`src/rtl/mem_port_arbiter.sv`:
```
// Memory port arbiter: shares one unified memory port between the core
// (port C) and a debug/program-loader master (port D).
//
// state  | meaning
// -------+---------------------------------------------------------------
// RUN    | normal arbitration: C has priority, D wins once starved
// DRAIN  | lock requested; no grants until all in-flight reads return
// LOCKED | D owns the port exclusively, core is held off
//
// Grants are combinational in the request cycle. Read ownership travels
// through a READ_LATENCY-deep tag shift register so that returning data is
// steered to the port that issued the read.

module mem_port_arbiter #(
   parameter int READ_LATENCY = 1,
   parameter int STARVE_LIMIT = 8
) (
   input  logic        clk,
   input  logic        reset,

   input  logic        c_req,
   input  logic        c_we,
   input  logic [31:0] c_addr,
   input  logic [31:0] c_wdata,
   input  logic [2:0]  c_funct3,
   output logic        c_gnt,
   output logic        c_stall,
   output logic        c_rvalid,
   output logic [31:0] c_rdata,

   input  logic        d_req,
   input  logic        d_we,
   input  logic [31:0] d_addr,
   input  logic [31:0] d_wdata,
   input  logic [2:0]  d_funct3,
   output logic        d_gnt,
   output logic        d_rvalid,
   output logic [31:0] d_rdata,

   input  logic        d_lock,
   output logic        d_lock_ack,

   output logic        mem_wren,
   output logic [31:0] mem_addr,
   output logic [31:0] mem_wdata,
   output logic [2:0]  mem_funct3,
   input  logic [31:0] mem_rdata
);

   // STARVE_LIMIT is at most 255, so an 8-bit counter always suffices
   localparam int CNT_W = 8;
   localparam logic [CNT_W-1:0] STARVE_MAX = CNT_W'(STARVE_LIMIT);

   typedef enum logic [1:0] {
      ST_RUN    = 2'd0,
      ST_DRAIN  = 2'd1,
      ST_LOCKED = 2'd2
   } state_t;

   state_t                  state_q;
   logic                    lock_ack_q;
   logic [CNT_W-1:0]        starve_q;
   logic [READ_LATENCY-1:0] tag_vld_q;
   logic [READ_LATENCY-1:0] tag_port_q;

   logic                    starve_hit;
   logic                    c_win;
   logic                    d_win;
   logic                    rd_push;
   logic                    rd_port;
   logic                    pipe_busy;

   assign starve_hit = (starve_q == STARVE_MAX);

   // Arbitration decision for the current cycle, based on the FSM state
   always_comb begin
      c_win = 1'b0;
      d_win = 1'b0;
      case (state_q)
         ST_RUN: begin
            if (c_req && !(d_req && starve_hit)) begin
               c_win = 1'b1;
            end else if (d_req) begin
               d_win = 1'b1;
            end
         end
         ST_LOCKED: begin
            d_win = d_req;
         end
         default: begin
            c_win = 1'b0;
            d_win = 1'b0;
         end
      endcase
   end

   // Grants are forced low while reset is asserted, independent of state
   assign c_gnt   = c_win & reset;
   assign d_gnt   = d_win & reset;
   assign c_stall = c_req & ~c_gnt;

   // Memory-side mux: port D only when it holds the grant, otherwise port C
   always_comb begin
      mem_addr   = c_addr;
      mem_wdata  = c_wdata;
      mem_funct3 = c_funct3;
      if (d_gnt) begin
         mem_addr   = d_addr;
         mem_wdata  = d_wdata;
         mem_funct3 = d_funct3;
      end
   end

   assign mem_wren = (c_gnt & c_we) | (d_gnt & d_we);

   // A granted read pushes a tag; the tag records which port owns the data
   assign rd_push = (c_gnt & ~c_we) | (d_gnt & ~d_we);
   assign rd_port = d_gnt;

   // Reads still outstanding after this cycle; the last stage retires now
   always_comb begin
      pipe_busy = 1'b0;
      for (int i = 0; i < READ_LATENCY - 1; i++) begin
         pipe_busy = pipe_busy | tag_vld_q[i];
      end
   end

   // Read tag shift register; reset discards anything in flight
   always_ff @(posedge clk or negedge reset) begin
      if (!reset) begin
         tag_vld_q  <= '0;
         tag_port_q <= '0;
      end else begin
         tag_vld_q[0]  <= rd_push;
         tag_port_q[0] <= rd_port;
         for (int i = 1; i < READ_LATENCY; i++) begin
            tag_vld_q[i]  <= tag_vld_q[i-1];
            tag_port_q[i] <= tag_port_q[i-1];
         end
      end
   end

   assign c_rvalid = tag_vld_q[READ_LATENCY-1] & ~tag_port_q[READ_LATENCY-1];
   assign d_rvalid = tag_vld_q[READ_LATENCY-1] &  tag_port_q[READ_LATENCY-1];
   assign c_rdata  = mem_rdata;
   assign d_rdata  = mem_rdata;

   // Starvation counter: counts consecutive cycles D waits, saturating
   always_ff @(posedge clk or negedge reset) begin
      if (!reset) begin
         starve_q <= '0;
      end else if (d_gnt || !d_req) begin
         starve_q <= '0;
      end else if (!starve_hit) begin
         starve_q <= starve_q + 8'd1;
      end
   end

   // Lock sequencing FSM with registered lock acknowledge
   always_ff @(posedge clk or negedge reset) begin
      if (!reset) begin
         state_q    <= ST_RUN;
         lock_ack_q <= 1'b0;
      end else begin
         case (state_q)
            ST_RUN: begin
               lock_ack_q <= 1'b0;
               if (d_lock) begin
                  state_q <= ST_DRAIN;
               end
            end
            ST_DRAIN: begin
               if (!d_lock) begin
                  state_q    <= ST_RUN;
                  lock_ack_q <= 1'b0;
               end else if (!pipe_busy) begin
                  state_q    <= ST_LOCKED;
                  lock_ack_q <= 1'b1;
               end
            end
            ST_LOCKED: begin
               if (!d_lock) begin
                  state_q    <= ST_RUN;
                  lock_ack_q <= 1'b0;
               end
            end
            default: begin
               state_q    <= ST_RUN;
               lock_ack_q <= 1'b0;
            end
         endcase
      end
   end

   assign d_lock_ack = lock_ack_q;

endmodule

```
`config.mk`:
```
export PLATFORM = sky130hd
export DESIGN_NAME = mem_port_arbiter
export DESIGN_NICKNAME = d
export VERILOG_FILES = /design/src/rtl/mem_port_arbiter.sv
export SDC_FILE = /design/constraint.sdc
export NUM_CORES = 1
export LEC_CHECK = 0
export BUFFER_PORTS_ARGS = -buffer_cell sky130_fd_sc_hd__buf_2
export CAP_MARGIN = 20
export CORE_AREA = 2 2 120 122
export CTS_BUF_LIST = sky130_fd_sc_hd__clkbuf_4
export CTS_CLUSTER_DIAMETER = 150
export DETAILED_ROUTE_END_ITERATION = 7
export DIE_AREA = 0 0 122 124
export PLACE_DENSITY = 0.53
export REMOVE_ABC_BUFFERS = 1
export SETUP_SLACK_MARGIN = 0.1
export SLEW_MARGIN = 20
export SYNTH_ARGS = -nofsm -noshare
export SYNTH_HDL_FRONTEND = slang
export SYNTH_SLANG_ARGS = --single-unit
```
`constraint.sdc`:
```
create_clock -name clk -period 3.1 [get_ports clk]
set_input_delay 0.31 -clock clk [delete_from_list [all_inputs] [get_ports clk]]
set_output_delay 0.31 -clock clk [all_outputs]
set_load 0.05 [all_outputs]
```
==> summary.txt <==
Outcome
  – Outcome: completed

Clock tree
  – Reg clk slew, reported paths: 80 ps
  – Skew-Pair Late Insertion Delay: 280 ps
  – Clock Tree Root: clkbuf_4
  – CTS Buf Count: 3
  – CTS tree: yes
  – Bufs on Longest Clock Path: 2
  – Clock sinks: 13
  – H-tree lvl count: 1

Routing
  – DRT Pass-1 Iters: 4
  – Drt drc: 0
  – Routed via count: 2,283
  – WL/cell: 26.8 um
  – Final WL: 15.0 mm
  – Vias per cell: 4.08
  – Initial drt markers: 76
  – Post-route ant nets: 0

Worst setup path
  – Worst R2R Setup Slack: 830 ps
  – Crit path DAT: 2730 ps
  – CP required: 2790 ps
  – WS Path Type: flip-flop to primary output
  – FF-to-FF path depth: 7
  – RR Startpoint: starve_q[0]
  – Critical-path top delay cell: or4b_4
  – Most common cell type on the critical path: buf_6
  – Startpoint Class: flip-flop
  – CP peak stage delay: 470 ps
  – Max FO, Critical Path: 6
  – CP Cell Sequence: inv_2 -> ha_4 -> or4b_4 -> o311a_4 -> nor2_4 -> buf_6 -> clkbuf_16 -> mux2_4 -> buf_6
  – Crit path capture type: primary output
  – Crit Reg-Reg Endpoint: starve_q[2]
  – CP startpoint: starve_q[0]

Finish
  – Final Util: 27.1%
  – Filler cells: 1,493
  – Layout cells sized above 1: 80.5%
  – Area added between synthesis and finish: 84.6%
  – Fin area: 0.00372 mm^2
  – Total Nets Final: 555

STA
  – Setup violators final: 0
  – Max-slew headroom: 62.9%
  – Fmax: 0.329 GHz
  – Worst Max-Slew Pin Slew: 552 ps
  – Max-slew violations: 0
  – Fin. Hold Viols: 0
  – Post-route clock period utilization: 98.0%
  – Setup TNS Final: 0 ps
  – Unrepaired setup endpoints after global routing: yes
  – Fin Hold WS: 251 ps
  – Tmin final: 3040 ps
  – Skew final: 1.56 ps

Place
  – GP Congestion: 0.863
  – Placed inst area: 0.00282 mm^2
  – Post-DP HPWL: 12.8 mm
  – IO buf count: 214

Job
  – Max Cap Viol: 0

Floorplanning
  – Cell Rows: 43
  – Core Region: 0.0137 mm^2
  – IO Count: 311
  – Chip height: 124 um
  – Die X: 122 um
  – Initial core utilization: 14.7%
  – Die area: 0.0151 mm^2

Global route
  – GRT Overall Usage: 18.9%
  – Largest net degree at the start of global routing: 15
  – Vias in the first global route: 2,335
  – Initial antenna violation count: 4
  – Overflow after GRT: 0
  – First-pass GRT wire length: 19.1 mm

Synthesis
  – Async S/R FF share, synth: 100%
  – Post-synth EDFFs: 0
  – Yosys warns: 0
  – Post-synthesis sequential area ratio: 16.1%
  – Ys flop type: dfrtp_1
  – Syn_area_per_cell: 9.47 um^2
  – #FFs+latches synth: 13
  – Cell Area, Synth: 0.00202 mm^2
  – Synth unique cells: 32
  – Post-Syn Instances: 213

Hold path
  – Hold Crit Class: input port to flip-flop
  – Worst hold path startpoint: c_we
  – Hold Path Sink: tag_vld_q
  – Hold depth: 2

Power and ir drop
  – Peak supply drop: 0.0857 mV
  – Leak Pwr: 1.85 nW
  – Pwr per Cell Area: 302 mW/mm^2
==> layout by cell type (no fill, tap or decap), types with 2 or more instances in the layout <==
cell	count
buf_12	2
clkbuf_4	4
mux2_2	32
inv_1	3
buf_4	9
a21boi_0	2
nand2b_1	3
nand3_1	4
nor2_1	8
buf_16	5
buf_2	147
nor2b_1	2
buf_6	50
buf_8	20
dfrtp_1	13
xor2_1	3
xnor2_1	4
nor3_1	3
mux2_4	29
inv_2	2
and3_1	2
mux2_1	6
nand2_1	7
nand3b_1	2
==> state kept, by name (all words and copies together), names as in the netlist <==
register	cells
starve_q	8
state_q	2
d_lock_ack	1
tag_port_q	1
tag_vld_q	1
==> timing repair <==
action | CTS | global route
setup endpoints to repair | 67 | 68
resized for setup | 138 | 65
buffers inserted | 7 | 3
pin swaps | 2 | 1
gates cloned | 5 | 1
hold buffers | 1 | 0
hold endpoints to repair | 13 | 0
==> worst max-delay path by stage <==
stage,end,slack [ps],cells after the start
6_report,mem_wdata[29],60,9
5_1_grt,mem_wdata[10],10,9
4_1_cts,mem_wdata[4],50,9
3_5_place_dp,mem_addr[8],210,8
3_3_place_gp,mem_wdata[3],270,8
2_1_floorplan,mem_addr[12],-490,6
==> worst max-delay path, delay by kind of cell (launching register included) <==
family | cells | cell delay, ps
flops | 1 | 390
compound gates | 1 | 340
mux | 1 | 350
simple gates | 2 | 630
buf+inv | 4 | 600
fa+ha+maj | 1 | 130
==> layer usage <==
| layer | GRT usage (%) | vias up | share of wire (%) |
|---|---|---|---|
| met5 | 5.56 | - | 0.68 |
| met4 | 2.95 | 2 | 1.4 |
| met3 | 13.3 | 16 | 18 |
| met2 | 25.2 | 228 | 38 |
| met1 | 24.4 | 1034 | 42 |
| li1 | - | 1003 | - |
==> power breakdown <==
part	total (mW)	switching [mW]	leakage [nW]	internal [mW]
clock	0.115	0.0559	0.0184	0.0587
sequential	0.186	0.00804	0.176	0.178
combinational	0.822	0.466	1.65	0.356
==> per-stage QoR <==
| step | total power [mW] | instances | setup slack (ps) |
|---|---|---|---|
| global placement | 0.808 | 538 | 270 |
| floorplan | 0.594 | 140 | -491 |
| detailed placement | 0.811 | 538 | 213 |
| global route | 1.17 | 560 | 10.2 |
| CTS | 1.07 | 555 | 51.9 |
| finish | 1.12 | 560 | 61.7 |
==> layout make-up <==
| type | count | area, um^2 | share of cell area, % |
|---|---|---|---|
| diodes | 1 | 2.50 | 0.0672 |
| clock buffers | 4 | 30.0 | 0.806 |
| inverters | 5 | 18.8 | 0.504 |
| multi-input cells | 122 | 1240 | 33.4 |
| flip-flops and latches | 13 | 325 | 8.74 |
| well taps | 180 | 225 | 6.05 |
| repair buffers | 235 | 1880 | 50.5 |
==> synthesized netlist by cell type (2+ instances only) <==
cell type / instances / area, um^2
a21boi_0: 2 / 15.0
and3_1: 2 / 12.5
buf_4: 68 / 510
buf_6: 3 / 33.8
clkbuf_1: 2 / 7.51
dfrtp_1: 13 / 325
ha_1: 2 / 25.0
inv_1: 5 / 18.8
mux2_1: 19 / 214
mux2_2: 48 / 541
nand2_1: 7 / 26.3
nand2b_1: 3 / 18.8
nand3_1: 4 / 20.0
nand3b_1: 2 / 15.0
nor2_1: 8 / 30.0
nor2b_1: 2 / 12.5
nor3_1: 3 / 15.0
xnor2_1: 4 / 35.0
xor2_1: 3 / 26.3
==> kinds of logic after synthesis <==
kind of cell               share of synthesized area (%)
adders and majority gates                           1.24
and+or+nand+nor                                     9.68
DFF                                                 16.1
xor gates and xnor gates                            3.04
muxes                                               37.4
buffers and inverters                               28.3
AOI/OAI and AO/OA                                   4.22
(Power assumes the default switching activity.)
